**config.mk**
```make
export PLATFORM = sky130hd
export DESIGN_NAME = guess_game_ctrl
export DESIGN_NICKNAME = d
export VERILOG_FILES = /design/src/rtl/guess_game_ctrl.sv
export SDC_FILE = /design/constraint.sdc
export NUM_CORES = 1
export LEC_CHECK = 0
export ABC_AREA = 1
export BUFFER_PORTS_ARGS = -buffer_cell sky130_fd_sc_hd__buf_2
export CORE_AREA = 2 2 39 41
export CTS_CLUSTER_SIZE = 40
export DETAILED_ROUTE_END_ITERATION = 10
export DIE_AREA = 0 0 41 43
export GPL_ROUTABILITY_DRIVEN = 0
export GPL_TIMING_DRIVEN = 0
export PLACE_DENSITY = 0.67
export REMOVE_ABC_BUFFERS = 1
export SYNTH_ARGS = -nofsm -noshare
export SYNTH_HDL_FRONTEND = slang
export SYNTH_SLANG_ARGS = --single-unit
```
**constraint.sdc**
```tcl
create_clock -name clk -period 1 [get_ports clk]
set_input_delay 0.2 -clock clk [delete_from_list [all_inputs] [get_ports clk]]
set_output_delay 0.2 -clock clk [all_outputs]
set_load 0.01 [all_outputs]
```
**src/rtl/guess_game_ctrl.sv**
```systemverilog
// Sequencing FSM for the number-guessing game: seeds, scores guesses, declares win/lose.
// Latency: state, LEDs and tries update on the edge that samples an Enter press.
// No backpressure: Enter presses are single-cycle events, flags are sampled the same cycle.
module guess_game_ctrl #(
  parameter int unsigned MAX_TRIES = 8,
  parameter int unsigned CNT_W     = 4
) (
  input  logic             clk,
  input  logic             reset,
  input  logic             i_enter,
  input  logic             i_over,
  input  logic             i_under,
  input  logic             i_equal,
  output logic             o_inc_actual,
  output logic             o_led_over,
  output logic             o_led_under,
  output logic             o_led_equal,
  output logic [CNT_W-1:0] o_tries,
  output logic [1:0]       o_state,
  output logic             o_win,
  output logic             o_lose
);

  typedef enum logic [1:0] {
    SEED  = 2'd0,
    GUESS = 2'd1,
    WIN   = 2'd2,
    LOSE  = 2'd3
  } state_e;

  localparam logic [CNT_W-1:0] MAX_C = CNT_W'(MAX_TRIES);
  localparam logic [CNT_W-1:0] ONE_C = CNT_W'(1);

  state_e           state_q, state_d;
  logic [CNT_W-1:0] tries_q, tries_d;
  logic             led_over_q, led_over_d;
  logic             led_under_q, led_under_d;
  logic             led_equal_q, led_equal_d;
  logic             enter_q;
  logic             press;
  logic [CNT_W-1:0] tries_inc;

  // enter_q resets high so a button held through reset never yields a press.
  assign press     = i_enter & ~enter_q;
  assign tries_inc = tries_q + ONE_C;

  // Enter edge-detect history register.
  always_ff @(posedge clk or posedge reset) begin
    if (reset) begin
      enter_q <= 1'b1;
    end else begin
      enter_q <= i_enter;
    end
  end

  // State, attempt counter and result LEDs.
  always_ff @(posedge clk or posedge reset) begin
    if (reset) begin
      state_q     <= SEED;
      tries_q     <= '0;
      led_over_q  <= 1'b0;
      led_under_q <= 1'b0;
      led_equal_q <= 1'b0;
    end else begin
      state_q     <= state_d;
      tries_q     <= tries_d;
      led_over_q  <= led_over_d;
      led_under_q <= led_under_d;
      led_equal_q <= led_equal_d;
    end
  end

  // Next-state logic: score guesses in GUESS, clear everything when leaving WIN/LOSE.
  always_comb begin
    state_d     = state_q;
    tries_d     = tries_q;
    led_over_d  = led_over_q;
    led_under_d = led_under_q;
    led_equal_d = led_equal_q;
    case (state_q)
      SEED: begin
        if (press) begin
          state_d = GUESS;
        end
      end
      GUESS: begin
        if (press) begin
          tries_d     = tries_inc;
          led_over_d  = 1'b0;
          led_under_d = 1'b0;
          led_equal_d = 1'b0;
          // Priority equal > over > under; no flag at all scores as under.
          if (i_equal) begin
            led_equal_d = 1'b1;
          end else if (i_over) begin
            led_over_d = 1'b1;
          end else begin
            led_under_d = 1'b1;
          end
          if (i_equal) begin
            state_d = WIN;
          end else if (tries_inc == MAX_C) begin
            state_d = LOSE;
          end
        end
      end
      WIN, LOSE: begin
        if (press) begin
          state_d     = SEED;
          tries_d     = '0;
          led_over_d  = 1'b0;
          led_under_d = 1'b0;
          led_equal_d = 1'b0;
        end
      end
      default: begin
        state_d = SEED;
      end
    endcase
  end

  // Outputs decoded straight from registered state; the datapath keeps
  // incrementing through the SEED->GUESS press cycle.
  always_comb begin
    o_inc_actual = (state_q == SEED);
    o_win        = (state_q == WIN);
    o_lose       = (state_q == LOSE);
    o_state      = state_q;
    o_tries      = tries_q;
    o_led_over   = led_over_q;
    o_led_under  = led_under_q;
    o_led_equal  = led_equal_q;
  end

endmodule

```
==> metrics.yaml <==
dominantRegCellSynth: "dfrtp_1"
worstSetupPathType: "reg2out"
wirelength_mm: 1.351
cap_violations: 0
hpwlAfterDp_um: 758.6
track_usage_pct: 17.31
rows: 14
dieHeight_um: 43
startpoint: "o_state[1]$_DFFE_PP0P_"
arrival_ns: 0.95
violations: "setup timing"
synthCells: 59
setup_ws_ns: -0.1532
seq_area_um2: 257.7
ios: 18
synth_async_sr_flop_share_pct: 100.0
drcViolationCount: 0
min_period_over_period_pct: 115.3
status: "complete, but fails checks"
setup_tns_ns: -1.095
yosysSeqAreaShare_pct: 51.15
slew_violations: 0
vdd_ir_drop_max_mv: 1.581
hold_violations: 0
clock_latency_ns: 0.26
antenna_found_initial: 0
clock_sinks: 10
ant_nets: 0
die-area_mm2: 0.001763
rsz0062_at_grt: "true"
drive_above_1_share_pct: 63.16
final_nets: 103
grt_max_degree: 11
min_path_type: "in2reg"
max_freq_mhz: 867.1
cts_tree: "yes"
cts-root-buf: "clkbuf_4"
drtIter0Drc: 8
r2r_start: "o_state[0]$_DFFE_PP0P_"
slew_headroom_pct: 74.86
place.port_buffers: 16
r2r_slack_ns: -0.12
core_area_mm2: 0.001384
reg2reg_depth: 5
synth_cell_types: 17
via_count: 545
area_growth_pct: 80.92
r2r_end: "o_led_under$_DFFE_PP0P_"
cts_inserted_buffers: 3
setup_viol: 17
drt_first_pass_iters: 4
cp_data_required_time_ns: 0.80
viasPerCell: 4.910
critPathCapture: "o_win"
power_mw: 2.276
wl_per_cell_um: 12.17
path_max_fanout: 5
finClkSkew_ns: 0.0004332
htreeDepth: 1
end_kind: "output pin"
fin_crit_ns: 1.153
cp-start-kind: "flop"
grt_pass1_wl_mm: 2.007
fill_cells: 112
power_density_mw_per_mm2: 2558
power_leakage_nw: 0.4432
max_slew.worst_pin.slew_ns: 0.3767
initial_core_util_pct: 35.53
diodes: 0
synth-seq-cells: 10
multi_input_area_um2: 302.8
avgSynthCellArea_um2: 8.334
cts_buffer_depth: 2
syn_area_um2: 491.7
gr-total-overflow: 0
clk_pin_slew_ns: 0.06
grt_pass1_vias: 468
fp.dieW_um: 41
ys_warn_count: 0
synth_edf_count: 0
-- final cells by class --
cell class,count,area share (%)
multi-input cells,40,34.04
flip-flops and latches,10,28.97
repair buffers,31,27.57
inverters,10,4.219
clock buffers,4,2.954
well taps,16,2.250
-- report_power, final --
| part | leakage [nW] | internal, mW | switching, mW |
|---|---|---|---|
| sequential | 0.120 | 0.556 | 0.165 |
| combinational | 0.308 | 0.686 | 0.591 |
| clock | 0.0150 | 0.154 | 0.125 |
| total | 0.443 | 1.40 | 0.880 |
-- metal layers --
layer  wire length, um  global-route usage [%]  up-vias
li1                  -                       -      258
met1               487                   20.20      266
met2               770                   28.75       19
met3                78                   6.283        2
met4                14                   4.000        0
met5                 0                       0        -
-- layout by cell type (no fill, tap or decap), drive strengths merged --
master	n
o22ai	1
ha	1
nor2	6
dlygate4sd3	1
buf	30
dfrtp	9
nand3	3
dfstp	1
nand3b	1
o21ai	7
nand4	1
inv	10
nand2	20
clkbuf	4
-- cell families after synthesis --
kind of cell | count (synthesis) | share of synthesized area, %
DFF | 10 | 51.15
adders and majority gates | 1 | 2.544
AOI/OAI and AO/OA | 7 | 10.43
and+or+nand+nor | 31 | 28.25
buffers and inverters | 10 | 7.632
-- how the worst min path moves through the flow --
stage / from / end / slack [ns] / cells past startpoint
after floorplan: reset / o_led_equal$_DFFE_PP0P_ / 0.04 / 1
after global placement: reset / o_led_equal$_DFFE_PP0P_ / 0.19 / 2
after detailed placement: reset / o_led_over$_DFFE_PP0P_ / 0.19 / 2
after CTS: i_enter / enter_q$_DFF_PP1_ / 0.04 / 1
after global routing: i_enter / enter_q$_DFF_PP1_ / 0.04 / 1
final: i_enter / enter_q$_DFF_PP1_ / 0.05 / 1
-- synth_stat cells (3+ instances only) --
cell	instances	area, um2
inv_1	9	33.78
nand2_1	19	71.32
nor2_1	4	15.01
o21ai_2	4	35.03
dfrtp_1	9	225.2
nand3_1	3	15.01
-- worst max-delay path, stage by stage, from the launching register on --
cell	delay, ns
dfrtp_2	0.43
inv_2	0.09
nor2_1	0.04
buf_2	0.13
-- repair_timing --
| item | in CTS | in global routing |
|---|---|---|
| pin swaps | 8 | 11 |
| hold endpoints to repair | 9 | 0 |
| gates resized for setup | 29 | 7 |
| setup buffers | 10 | 5 |
| hold buffers | 1 | 0 |
| gates cloned | 1 | 0 |
| setup endpoints to repair | 18 | 19 |
-- flip-flops by register name, indices dropped and copies added (netlist names) --
register     count
o_led_equal      1
enter_q          1
o_led_over       1
o_led_under      1
o_state          2
o_tries          4
-- per-stage QoR --
| step | worst slack [ns] | cell area (um2) | hold WS, ns | utilization [%] | cells |
|---|---|---|---|---|---|
| 5_1_grt | -0.2070 | 889.6 | 0.04268 | 64.29 | 111 |
| 3_3_place_gp | -0.1391 | 591.8 | 0.1887 | 42.77 | 91 |
| 4_1_cts | -0.1474 | 827.0 | 0.04343 | 59.76 | 107 |
| 6_report | -0.1532 | 889.6 | 0.05313 | 64.29 | 111 |
| 2_1_floorplan | -0.1078 | 491.7 | 0.03946 | - | 59 |
| 3_5_place_dp | -0.1546 | 591.8 | 0.1932 | 42.77 | 91 |
Power figures use the tool's default switching activity.
